## config.mk

```make
export PLATFORM = sky130hd
export DESIGN_NAME = pipelined_addsub_unit
export DESIGN_NICKNAME = d
export VERILOG_FILES = /design/src/rtl/pipelined_addsub_unit.sv
export SDC_FILE = /design/constraint.sdc
export NUM_CORES = 1
export LEC_CHECK = 0
export CORE_MARGIN = 2
export CORE_UTILIZATION = 45
export CTS_CLUSTER_DIAMETER = 60
export CTS_CLUSTER_SIZE = 8
export DETAILED_ROUTE_END_ITERATION = 7
export SYNTH_ARGS = -nofsm -noshare
export SYNTH_HDL_FRONTEND = slang
export SYNTH_SLANG_ARGS = --single-unit
```

## constraint.sdc

```tcl
create_clock -name clk -period 2.4 [get_ports clk]
set_input_delay 0.6 -clock clk [delete_from_list [all_inputs] [get_ports clk]]
set_output_delay 0.6 -clock clk [all_outputs]
set_load 0.1 [all_outputs]
```

## src/rtl/pipelined_addsub_unit.sv

```systemverilog
// Slice-pipelined two's-complement adder/subtractor: S = N/K stages each resolve one
// K-bit slice and hand the carry on; the output register adds carry/borrow, overflow and zero flags.
module pipelined_addsub_unit #(
  parameter int N = 16,
  parameter int K = 4
) (
  input  logic         clk,
  input  logic         nrst,
  input  logic         en,
  input  logic         in_valid,
  input  logic [N-1:0] A,
  input  logic [N-1:0] B,
  input  logic         addsub,
  output logic         out_valid,
  output logic [N-1:0] SUM,
  output logic         cout,
  output logic         ovf,
  output logic         zero
);
  localparam int S = N / K;

  if (N < 2 || (N % K) != 0) begin : g_param_check
    $error("pipelined_addsub_unit: N must be >= 2 and a multiple of K");
  end

  // Handshake: a result is delivered on an edge where en = 1 and out_valid = 1;
  // en = 0 freezes every register, so out_valid must be qualified with en downstream.

  // Index 0 is the input register; index i holds the state after slice i-1 is resolved.
  // r_q starts as operand A and has its slices replaced by sum bits as they resolve.
  logic         v_q   [0:S];
  logic         sub_q [0:S];
  logic         sa_q  [0:S];
  logic         sb_q  [0:S];
  logic         c_q   [0:S];
  logic [N-1:0] r_q   [0:S];
  logic [N-1:0] b_q   [0:S-1];

  logic         c_d [1:S];
  logic [N-1:0] r_d [1:S];
  logic [N-1:0] bp;

  assign bp = addsub ? ~B : B;

  always_comb begin
    logic [K:0] t;
    t = '0;
    for (int i = 1; i <= S; i++) begin
      t = {1'b0, r_q[i-1][(i-1)*K +: K]} + {1'b0, b_q[i-1][(i-1)*K +: K]}
        + {{K{1'b0}}, c_q[i-1]};
      r_d[i] = r_q[i-1];
      r_d[i][(i-1)*K +: K] = t[K-1:0];
      c_d[i] = t[K];
    end
  end

  always_ff @(posedge clk or negedge nrst) begin
    if (!nrst) begin
      for (int i = 0; i <= S; i++) begin
        v_q[i]   <= 1'b0;
        sub_q[i] <= 1'b0;
        sa_q[i]  <= 1'b0;
        sb_q[i]  <= 1'b0;
        c_q[i]   <= 1'b0;
        r_q[i]   <= '0;
      end
      for (int i = 0; i < S; i++) b_q[i] <= '0;
      out_valid <= 1'b0;
      SUM       <= '0;
      cout      <= 1'b0;
      ovf       <= 1'b0;
      zero      <= 1'b0;
    end else if (en) begin
      v_q[0]   <= in_valid;
      sub_q[0] <= addsub;
      sa_q[0]  <= A[N-1];
      sb_q[0]  <= bp[N-1];
      c_q[0]   <= addsub;
      r_q[0]   <= A;
      b_q[0]   <= bp;
      for (int i = 1; i <= S; i++) begin
        v_q[i]   <= v_q[i-1];
        sub_q[i] <= sub_q[i-1];
        sa_q[i]  <= sa_q[i-1];
        sb_q[i]  <= sb_q[i-1];
        c_q[i]   <= c_d[i];
        r_q[i]   <= r_d[i];
      end
      for (int i = 1; i < S; i++) b_q[i] <= b_q[i-1];
      // Bubbles only clear out_valid; the data flags keep the last real result.
      out_valid <= v_q[S];
      if (v_q[S]) begin
        SUM  <= r_q[S];
        cout <= sub_q[S] ^ c_q[S];
        ovf  <= (sa_q[S] == sb_q[S]) && (r_q[S][N-1] != sa_q[S]);
        zero <= ~|r_q[S];
      end
    end
  end

endmodule

```

==> After elaboration in Yosys (flattened, before gate mapping) <==
Cells that the tools add are included.
{ "op_classes": {"n_addsub": 8, "n_mul": 0, "div_mod_pow": 0, "n_lt_le_gt_ge": 0, "n_eq_ne": 2, "shift": 0, "muxes": 1, "bitwise_logic": 2, "reduce_logical": 4} }
{ "ops": {"columns": ["cell", "n"], "rows": [
  ["4-bit by 4-bit adder with 5-bit output", 4],
  ["5-bit by 1-bit adder with 5-bit output", 4],
  ["16-bit 2-to-1 mux", 1],
  ["16-bit NOT", 1],
  ["16-bit OR reduction", 1],
  ["2-bit AND reduction", 1],
  ["1-bit equality test", 1],
  ["1-bit logical AND", 1],
  ["1-bit zero test", 1],
  ["1-bit inequality test", 1],
  ["1-bit bitwise XOR", 1]
]} }
{ "totals": {"register_bits": 188, "latch_bits": 0, "ramBits": 0, "rom_bits": 0, "in_bits": 37, "out_inout_bits": 20, "elab_cells": 55, "mem_count": 0} }

==> Longest topological paths before layout <==
Gate-level depths: netlist of run 1.
{ "logic_depth": {"depth_word": 2, "depth_mapped": 7, "ltp_nobuf": 7} }

==> Worst setup path after synthesis of run 1 <==
No wires, ideal clock.
{ "synth_timing": {"path_kind": "register to register", "startpoint": "reg c_q[3] (netlist bit)", "endpoint": "reg r_q (netlist bit r_d[22])", "setup_time_ns": 0.125, "arrival_time_ns": 1.590, "required_ns": 2.275, "slack_ns": 0.685, "path_stages_with_launch": 6, "path_buffers": 0, "period_less_slack_ns": 1.715, "cell_sequence": "dfrtp_1 > inv_1 > fa_1 > fa_1 > xnor2_1 > mux2_2"} }
{ "synth_via": {"elab_chain_len": 1} }
{ "synth_rtl": {"columns": ["item", "line", "text"], "rows": [
  ["from (decl)", "35", "logic c_q [0:S];"],
  ["from (signal, indexed assignment)", "86", "c_q[i] <= c_d[i];"],
  ["5-bit by 1-bit adder with 5-bit output", "50", "+ {{K{1'b0}}, c_q[i-1]};"],
  ["to (signal, indexed assignment)", "87", "r_q[i] <= r_d[i];"],
  ["to (decl)", "36", "logic [N-1:0] r_q [0:S];"]
]} }
No other way between the ends.
A chain may end at the register's enable or synchronous reset.

==> Worst setup path in the final report of run 1 <==
Ends and elaborated chain as after synthesis.

==> results of run 1 <==
sequential cells by signal, summed over array words and instances (netlist names), 4 cells and up:
register,count
r_q,31
r_d,45
sa_q,5
b_q,36
v_q,5
sb_q,5
c_q,5
SUM,16
sub_q,4
layer usage:
metal,track usage (%),vias to the layer above
met5,0,-
met4,4.76,0
met3,4.68,9
met2,24.7,50
met1,21.3,1866
li1,-,1787
layout make-up:
type	count	area (µm²)	share of cell area, %
clock inverters	7	113	1.43
repair buffers	65	618	7.85
well taps	184	230	2.92
multi-input cells	273	2400	30.5
inverters	31	116	1.48
clock buffers	23	488	6.20
flip-flops and latches	156	3900	49.6
stage by stage:
step	std cells	power, mW	instance area (µm²)	hold slack (ns)	util (%)
final	739	9.44	7870	0.0454	54.8
after global routing	739	9.97	7870	0.0446	54.8
after CTS	739	9.57	7870	0.0407	54.8
after detailed placement	709	6.82	7270	0.474	50.6
after global placement	709	6.72	7270	0.465	50.6
after floorplan	484	6.02	6550	0.304	-
report_power, final:
group | switching [mW] | total [mW] | leakage [nW] | internal (mW)
sequential | 0.466 | 3.85 | 1.82 | 3.39
combinational | 1.83 | 2.89 | 1.31 | 1.06
clock | 0.966 | 2.69 | 0.295 | 1.73
total | 3.26 | 9.44 | 3.42 | 6.17
cells by family after synthesis:
group,after synthesis,share of synthesized area (%)
AOI/OAI and AO/OA,57,4.97
DFF,156,59.6
xor gates and xnor gates,21,2.81
and+or+nand+nor,60,4.49
buffers and inverters,55,3.65
adders and majority gates,20,4.74
muxes,115,19.7
cells in the final DEF, fill, tap and decap left out, types with 4 or more instances in the layout:
master             n
a21oi_1           22
clkbuf_16         17
nor2_1            23
nor2b_1            9
inv_1             31
o21ai_0           18
a31oi_1            6
mux2_2           110
mux2i_1            5
ha_1              12
xnor2_1           21
nor4_1             4
dfrtp_1          156
clkdlybuf4s50_1   34
buf_4             26
o2111ai_1          4
nand3b_1           4
nand2_1           14
fa_1               8
clkbuf_8           4
worst paths after layout:
| kind | start | endpoint | slack (ns) |
|---|---|---|---|
| max | c_q[3]$_DFFE_PN0P_ | r_d[22]$_DFFE_PN0P_ | 0.60 |
| min | nrst | v_q[4]$_DFFE_PN0P_ | 0.05 |
| max reg2reg | c_q[3]$_DFFE_PN0P_ | r_d[22]$_DFFE_PN0P_ | 0.60 |
| min reg2reg | b_q[41]$_DFFE_PN0P_ | b_q[25]$_DFFE_PN0P_ | 0.48 |
| max in group asynchronous | nrst | r_q[0]$_DFFE_PN0P_ | 1.71 |
| min in group clk | b_q[41]$_DFFE_PN0P_ | b_q[25]$_DFFE_PN0P_ | 0.48 |
==> flow_summary.ini, run 1 <==
[routing]
dr_wl_met2_um = 5260
firstDrtPassIters = 4
viasPerCell = 5.02
route.met3.wl_um = 377
wl_met1_um = 5340
drtAntennaViolNets = 0
post_drt_wl_per_cell_um = 15.0
drc = 0
maxUsedRoutingLayer = met4
num_vias = 3712
drt-total-wl_um = 11100
drt-initial-drc-count = 207

[worst_setup_path]
path_cells = inv_1, fa_1, fa_1, xnor2_1, mux2_2
critical_path_depth = 5
crit_arrival_ns = 2.10
reg2reg_depth = 5
max_stage_delay_ns = 0.46
endpoint_kind = register
crit_path_start_kind = register
cp_common_cell = fa_1
slowest_stage = fa_1
crit_type = reg2reg
required_ns = 2.70
worst-path-buf-inv = 1
path_max_fanout = 2
critPathTopFamily = adder cells

[global_routing]
grt_pass1_vias = 3908
antenna_found_initial = 0
overflow = 0
grt_max_degree = 77
grt.total_usage_pct = 15.7
grt_pass1_wl_um = 19700

[clock_tree]
cts_resized = 0
clkTransAtPathRegs_ns = 0.06
cts_tree = done
htreeDepth = 4
cts_made_buffers = 17
cts_setup_buffers = 0
cts_hold_buf = 0
clockRootBuffer = clkbuf_16
worstSkewPairLatency_ns = 0.41
numClockSinks = 156
clk_path_buf_depth = 2

[floorplanning]
die_x_um = 125
placementRows = 44
dieHeight_um = 125
core_region_area_um2 = 14400
io_pins = 57
die_area_um2 = 15500
initial_core_util_pct = 45.6

[placement]
dp_slack_ns = 0.605
place.gp.congestion = 0.749
io_buffers = 56
post-dp-hpwl_um = 7510

[job]
maxCapViolCount = 0

[yosys]
ys_ff_latch = 156
syn_nets = 541
avgSynthCellArea_um2 = 13.5
synth_top_flop_cell = dfrtp_1
syn_area_um2 = 6550
yosysTopAreaCell = dfrtp_1
synth_async_sr_flop_share_pct = 100
synthTopCellsByCount = 156 x dfrtp_1, 110 x mux2_2, 31 x inv_1
synth_top_area_share_pct = 59.6
yosysMostFrequentCell = dfrtp_1
postSynthCellCount = 484
ys.warnings.count = 0
ys_types = 27
synth_edf_count = 0
ys_seq_area_share_pct = 59.6
yosys-top-cells-area = dfrtp_1 60%, mux2_2 19%, xnor2_1 2.8%

[final_layout]
nNetsFinal = 601
drive_gt1_share_pct = 30.6
antennaDiodeCount = 0
fillCellCount = 1231
area_delta_synth_final_pct = 20.3

[timing]
period_share_pct = 75.0
tightest_slew_ns = 0.469
drv_slew = 0
setup_viol = 0
setup_tns_ns = 0
rsz0062_at_grt = false
post-route-min-period_ns = 1.80
finalHoldViolCount = 0
fmax_ghz = 0.555
setup_slack_ns = 0.599
finalClockSkew_ns = 0.00578
max_slew_margin_pct = 68.6

[power_and_ir_drop]
p_leak_nw = 3.42
ir_worst_vdd_v = 0.000733
p_per_area_nw_per_um2 = 1200

[run_status]
status = completed

[hold_path]
min_path_type = in2async
No activity file was read; power rests on OpenSTA's default activity.
==> run 2, diff against run 1 <==
Settings changed: PLACE_DENSITY from default to 0.67.
Clock period 2.4 ns to 1.6 ns, I/O delays scaled along.
==> run 2 against run 1 <==
Against the previous run: the run now ends with negative setup slack left; global-route usage shrank 0.25 points; sequential share of layout area shrank 2.6 points; final cell count grew 1.6%; register-to-register slack lost 0.69 ns; wire length shrank 1.8%; die area is the same; combinational power grew 75%; critical endpoint is now r_d[10]$_DFFE_PN0P_; largest power group unchanged; highest routed layer unchanged.
==> flow_summary.ini, run 2 (synthesis gave the netlist of run 1 again) <==
[global_routing]
grt_pass1_wl_um = 19100
grt_max_degree = 69
grt.total_usage_pct = 15.5
overflow = 0
antenna_found_initial = 0
grt_pass1_vias = 3889

[clock_tree]
worstSkewPairLatency_ns = 0.42
clk_path_buf_depth = 2
htreeDepth = 4
cts_tree = done
numClockSinks = 156
cts_made_buffers = 17
clkTransAtPathRegs_ns = 0.06
clockRootBuffer = clkbuf_16

[floorplanning]
io_pins = 57
placementRows = 44
die_area_um2 = 15500
dieHeight_um = 125
initial_core_util_pct = 45.6
core_region_area_um2 = 14400
die_x_um = 125

[final_layout]
antennaDiodeCount = 0
nNetsFinal = 611
final_common_cell = dfrtp_1
postLayoutCellArea_um2 = 8320
area_delta_synth_final_pct = 27.1
drive_gt1_share_pct = 35.1
largest_register_ffs = 45
fillCellCount = 1118
final_cell_mix = 156 x dfrtp_1, 108 x mux2_2, 34 x clkdlybuf4s50_1

[job]
maxCapViolCount = 0

[timing]
whs_ns = 0.326
fmax_ghz = 0.590
tightest_slew_ns = 0.412
max_slew_margin_pct = 72.4
drv_slew = 0
setup_viol = 4
period_share_pct = 106
finalHoldViolCount = 0
rsz0062_at_grt = true
setup_slack_ns = -0.0948
finalClockSkew_ns = 0.0103
post-route-min-period_ns = 1.69

[placement]
place_area_um2 = 7600
post-dp-hpwl_um = 7460
io_buffers = 56
place.gp.congestion = 0.791

[routing]
drtAntennaViolNets = 0
num_vias = 3781
firstDrtPassIters = 4
viasPerCell = 5.03
drt-total-wl_um = 10900
post_drt_wl_per_cell_um = 14.5
drc = 0
drt-initial-drc-count = 136

[worst_setup_path]
crit_type = reg2reg
endpoint_kind = register
crit_path_start_kind = register
crit_arrival_ns = 2.00
r2r_slack_ns = -0.09
path_max_fanout = 2
required_ns = 1.91

[power_and_ir_drop]
p_per_area_nw_per_um2 = 1850
ir_worst_vdd_v = 0.000809
p_leak_nw = 3.59

[run_status]
status = complete, but fails checks
violations = negative setup slack

[hold_path]
min_path_type = in2reg
-- run 2: cell types whose count changed in the layout (fill, tap and decap cells not counted), moves of 3 or more --
cell,previous run,this run
buf_4,26,13
o21ai_0,18,15
inv_2,0,6
fa_1,8,0
fa_2,0,8
buf_12,3,25
inv_1,31,25
-- run 2: worst paths after layout --
path | cells after the start | from | endpoint
max | 5 | c_q[2]$_DFFE_PN0P_ | r_d[10]$_DFFE_PN0P_
min | 2 | en | sub_q[2]$_DFFE_PN0P_
max reg2reg | 5 | c_q[2]$_DFFE_PN0P_ | r_d[10]$_DFFE_PN0P_
min reg2reg | 2 | b_q[41]$_DFFE_PN0P_ | b_q[25]$_DFFE_PN0P_
max in group asynchronous | 3 | nrst | r_q[0]$_DFFE_PN0P_
min in group asynchronous | 2 | nrst | r_q[2]$_DFFE_PN0P_
-- run 2: power by group --
group          total, mW  leakage [nW]  internal (mW)  switching (mW)
combinational       5.06          1.45           2.29            2.78
sequential          5.94          1.82           5.08           0.853
clock               4.36         0.317           2.85            1.51
total               15.4          3.59           10.2            5.14
-- run 2: what timing repair did --
item / CTS / global route
endpoints found under the hold margin: 27 / 0
setup buffers: 1 / 3
resized for setup: 8 / 10
setup endpoints to repair: 6 / 10
pin swaps: 2 / 5
hold buffers: 1 / 0
-- run 2: critical path: stages (launching register included) --
cell and delay, ns:
dfrtp_1 0.36, inv_2 0.05, fa_2 0.40, fa_2 0.37, xnor2_1 0.14, mux2_2 0.26
-- run 2: area by class of cell --
class / count / area (µm²) / area share (%)
multi-input combinational: 273 / 2440 / 29.4
inverter: 31 / 116 / 1.40
clock inverter: 11 / 190 / 2.29
clock buffer: 21 / 460 / 5.54
timing repair buffer: 75 / 971 / 11.7
tap: 184 / 230 / 2.77
sequential: 156 / 3900 / 46.9
-- run 2: metrics by stage --
step / setup TNS [ns] / total power [mW] / cells / utilization (%) / setup slack [ns]
CTS: -0.166 / 15.5 / 748 / 57.6 / -0.0882
global route: -0.529 / 16.1 / 751 / 57.9 / -0.141
floorplan: -0.0123 / 9.05 / 484 / - / -0.00615
detailed placement: -0.228 / 11.0 / 714 / 52.9 / -0.0904
global placement: -0.0894 / 10.8 / 714 / 52.9 / -0.0384
finish: -0.250 / 15.4 / 751 / 57.9 / -0.0948
-- run 2: routing by layer --
metal / vias to the layer above / global-route usage [%] / part of all wire (%)
met1: 1893 / 20.0 / 46
li1: 1806 / - / -
met2: 63 / 24.5 / 49
met5: - / 0 / 0
met3: 19 / 4.08 / 3.6
met4: 0 / 7.34 / 2.2
==> run 3, diff against run 2 <==
Settings changed: ABC_AREA from default to 1.
==> run 3 against run 2 <==
Against the previous run: the flow now finishes without violations; via count up 24%; clock skew down 0.0056 ns; flip-flop and latch count did not move; critical endpoint is now c_q[2]$_DFFE_PN0P_; first-iteration DRC count rose by 68%; worst hold slack gained 0.00068 ns; count of clock-buffer cells in the layout is 3 lower; total power decreased by 9.8%; critical path type unchanged; setup slack better by 0.12 ns.
==> flow_summary.ini, run 3 <==
[power_and_ir_drop]
p_switching_mw = 4.59
internal_power_mw = 9.26
finalPower_mw = 13.9
pwr-share-seq_pct = 37.8
clkPwrFrac_pct = 34.0
ir_worst_vdd_v = 0.000774
swShare_pct = 33.1
p_per_area_nw_per_um2 = 1670
p_leak_nw = 4.15
comb_power_share_pct = 28.2

[clock_tree]
cts_made_buffers = 17
clkTransAtPathRegs_ns = 0.06
numClockSinks = 156
htreeDepth = 4
cts_tree = done
clockRootBuffer = clkbuf_16
clk_path_buf_depth = 2
worstSkewPairLatency_ns = 0.42

[final_layout]
multiInputGateArea_um2 = 2300
area_delta_synth_final_pct = 26.8
final_cell_mix = 319 x nand2_1, 156 x dfrtp_1, 66 x o21ai_0
seq_area_um2 = 3900
antennaDiodeCount = 0
largest_register_ffs = 45
fillCellCount = 1232
drive_gt1_share_pct = 11.4
nNetsFinal = 836
final_common_cell = nand2_1

[worst_setup_path]
path_max_fanout = 2
crit_type = reg2reg
cp_common_cell = fa_2
crit_path_start_kind = register
required_ns = 1.95
crit_arrival_ns = 1.92
path_cells = inv_2, fa_2, fa_2, o21ai_2, nand2_1, a22oi_2
slowest_stage = fa_2
max_stage_delay_ns = 0.40
endpoint_kind = register

[yosys]
yosys-top-cells-area = dfrtp_1 60%, nand2_1 18%, o21ai_0 5.3%
synth_top_flop_cell = dfrtp_1
syn_area_um2 = 6560
ys.warnings.count = 0
ys_types = 22
synth_top_area_share_pct = 59.6
yosysTopAreaCell = dfrtp_1
postSynthCellCount = 719
synthTopCellsByCount = 319 x nand2_1, 156 x dfrtp_1, 69 x o21ai_0
synth_edf_count = 0
ys_ff_latch = 156
synth_async_sr_flop_share_pct = 100
syn_nets = 776
avgSynthCellArea_um2 = 9.12
ys_seq_area_share_pct = 59.6
yosysMostFrequentCell = nand2_1

[placement]
dp_slack_ns = -0.0681
place.gp.congestion = 0.830
post-dp-hpwl_um = 8390
io_buffers = 56

[routing]
drc = 0
post_drt_wl_per_cell_um = 12.4
viasPerCell = 4.82
num_vias = 4700
drt-total-wl_um = 12100
drtAntennaViolNets = 0
firstDrtPassIters = 4
drt-initial-drc-count = 229

[timing]
max_slew_margin_pct = 78.0
drv_slew = 0
fmax_ghz = 0.636
rsz0062_at_grt = true
finalHoldViolCount = 0
post-route-min-period_ns = 1.57
period_share_pct = 98.3
setup_slack_ns = 0.0280
finalClockSkew_ns = 0.00469
tightest_slew_ns = 0.330
setup_viol = 0

[floorplanning]
io_pins = 57
initial_core_util_pct = 45.6
die_x_um = 125
core_region_area_um2 = 14400
dieHeight_um = 125
die_area_um2 = 15500
placementRows = 44

[global_routing]
grt_pass1_vias = 4538
overflow = 0
grt_pass1_wl_um = 20900
antenna_found_initial = 0
grt_max_degree = 56
grt.total_usage_pct = 16.8

[job]
maxCapViolCount = 0

[run_status]
status = completed

[hold_path]
min_path_type = in2reg
run 3: cell types whose count changed after synthesis, sizes merged, moves of 5 or more:
cell    previous run  this run
o21ai             18        82
inv               31        50
clkbuf             4        11
mux2i              5         0
a31oi              6         0
nand2             15       320
a21oi             22         7
mux2             110         0
nor2              23        11
nor2b              9         0
nand3              0        17
run 3: through the flow:
stage	cell area, µm²	std cells	TNS (ns)	utilization, %	hold WS (ns)
after global placement	7570	943	-0.0425	52.7	0.312
after CTS	8290	976	0	57.7	0.306
final	8310	976	0	57.8	0.326
after detailed placement	7570	943	-0.125	52.7	0.315
after floorplan	6560	719	0	-	0.104
after global routing	8310	976	-0.0312	57.8	0.316
run 3: worst paths after layout:
check / startpoint / to / cells past startpoint / slack (ns)
setup / recovery: b_q[36]$_DFFE_PN0P_ / c_q[2]$_DFFE_PN0P_ / 6 / 0.03
hold / removal: en / r_d[32]$_DFFE_PN0P_ / 3 / 0.33
setup reg to reg: b_q[36]$_DFFE_PN0P_ / c_q[2]$_DFFE_PN0P_ / 6 / 0.03
hold reg to reg: r_d[56]$_DFFE_PN0P_ / r_d[56]$_DFFE_PN0P_ / 2 / 0.47
max in group asynchronous: nrst / r_d[28]$_DFFE_PN0P_ / 3 / 0.59
min in group asynchronous: nrst / sa_q[1]$_DFFE_PN0P_ / 2 / 0.44
run 3: final cells by class:
type / count / share of cell area [%]
clock inverters: 14 / 3.21
clock buffers: 18 / 5.29
repair buffers: 75 / 11.8
inverters: 51 / 2.33
multi-input cells: 478 / 27.6
well taps: 184 / 2.77
flip-flops and latches: 156 / 47.0
run 3: power groups by stage:
| stage | combinational, mW | clock [mW] | sequential [mW] |
|---|---|---|---|
| 5_1_grt | 4.21 | 4.98 | 5.33 |
| 2_1_floorplan | 1.11 | 0 | 6.54 |
| 4_1_cts | 3.93 | 4.79 | 5.24 |
| 3_3_place_gp | 3.83 | 0 | 5.27 |
| 3_5_place_dp | 3.90 | 0 | 5.30 |
| 6_report | 3.91 | 4.70 | 5.24 |
run 3: routing by layer:
| layer | vias up | wire (µm) | GRT usage, % |
|---|---|---|---|
| met5 | - | 0 | 0 |
| met4 | 0 | 308 | 7.40 |
| met3 | 25 | 558 | 5.07 |
| met2 | 102 | 5560 | 26.6 |
| met1 | 2222 | 5640 | 21.5 |
| li1 | 2351 | - | - |
run 3: logic make-up (layout without fill, tap and decap cells):
| group | count (synthesis) | count (layout) | synth area share (%) |
|---|---|---|---|
| compound gates | 91 | 91 | 7.02 |
| xor+xnor | 18 | 18 | 2.41 |
| fa+ha+maj | 20 | 20 | 4.73 |
| flops | 156 | 156 | 59.6 |
| buf+inv | 85 | 158 | 5.82 |
| simple gates | 349 | 349 | 20.5 |
run 3: worst max-delay path: cells and delay by family (launching register included):
kind / cells / cell delay (ns)
buffers and inverters: 1 / 0.05
and+or+nand+nor: 1 / 0.07
adders and majority gates: 2 / 0.80
DFF: 1 / 0.34
AOI/OAI and AO/OA: 2 / 0.23
run 3: timing repair:
| item | in CTS | in global routing |
|---|---|---|
| hold buffers | 1 | 0 |
| gates cloned | 0 | 0 |
| setup endpoints to repair | 3 | 10 |
| buffers inserted | 0 | 0 |
| gates resized for setup | 3 | 13 |
| pin swaps | 0 | 3 |
| hold endpoints to repair | 30 | 0 |
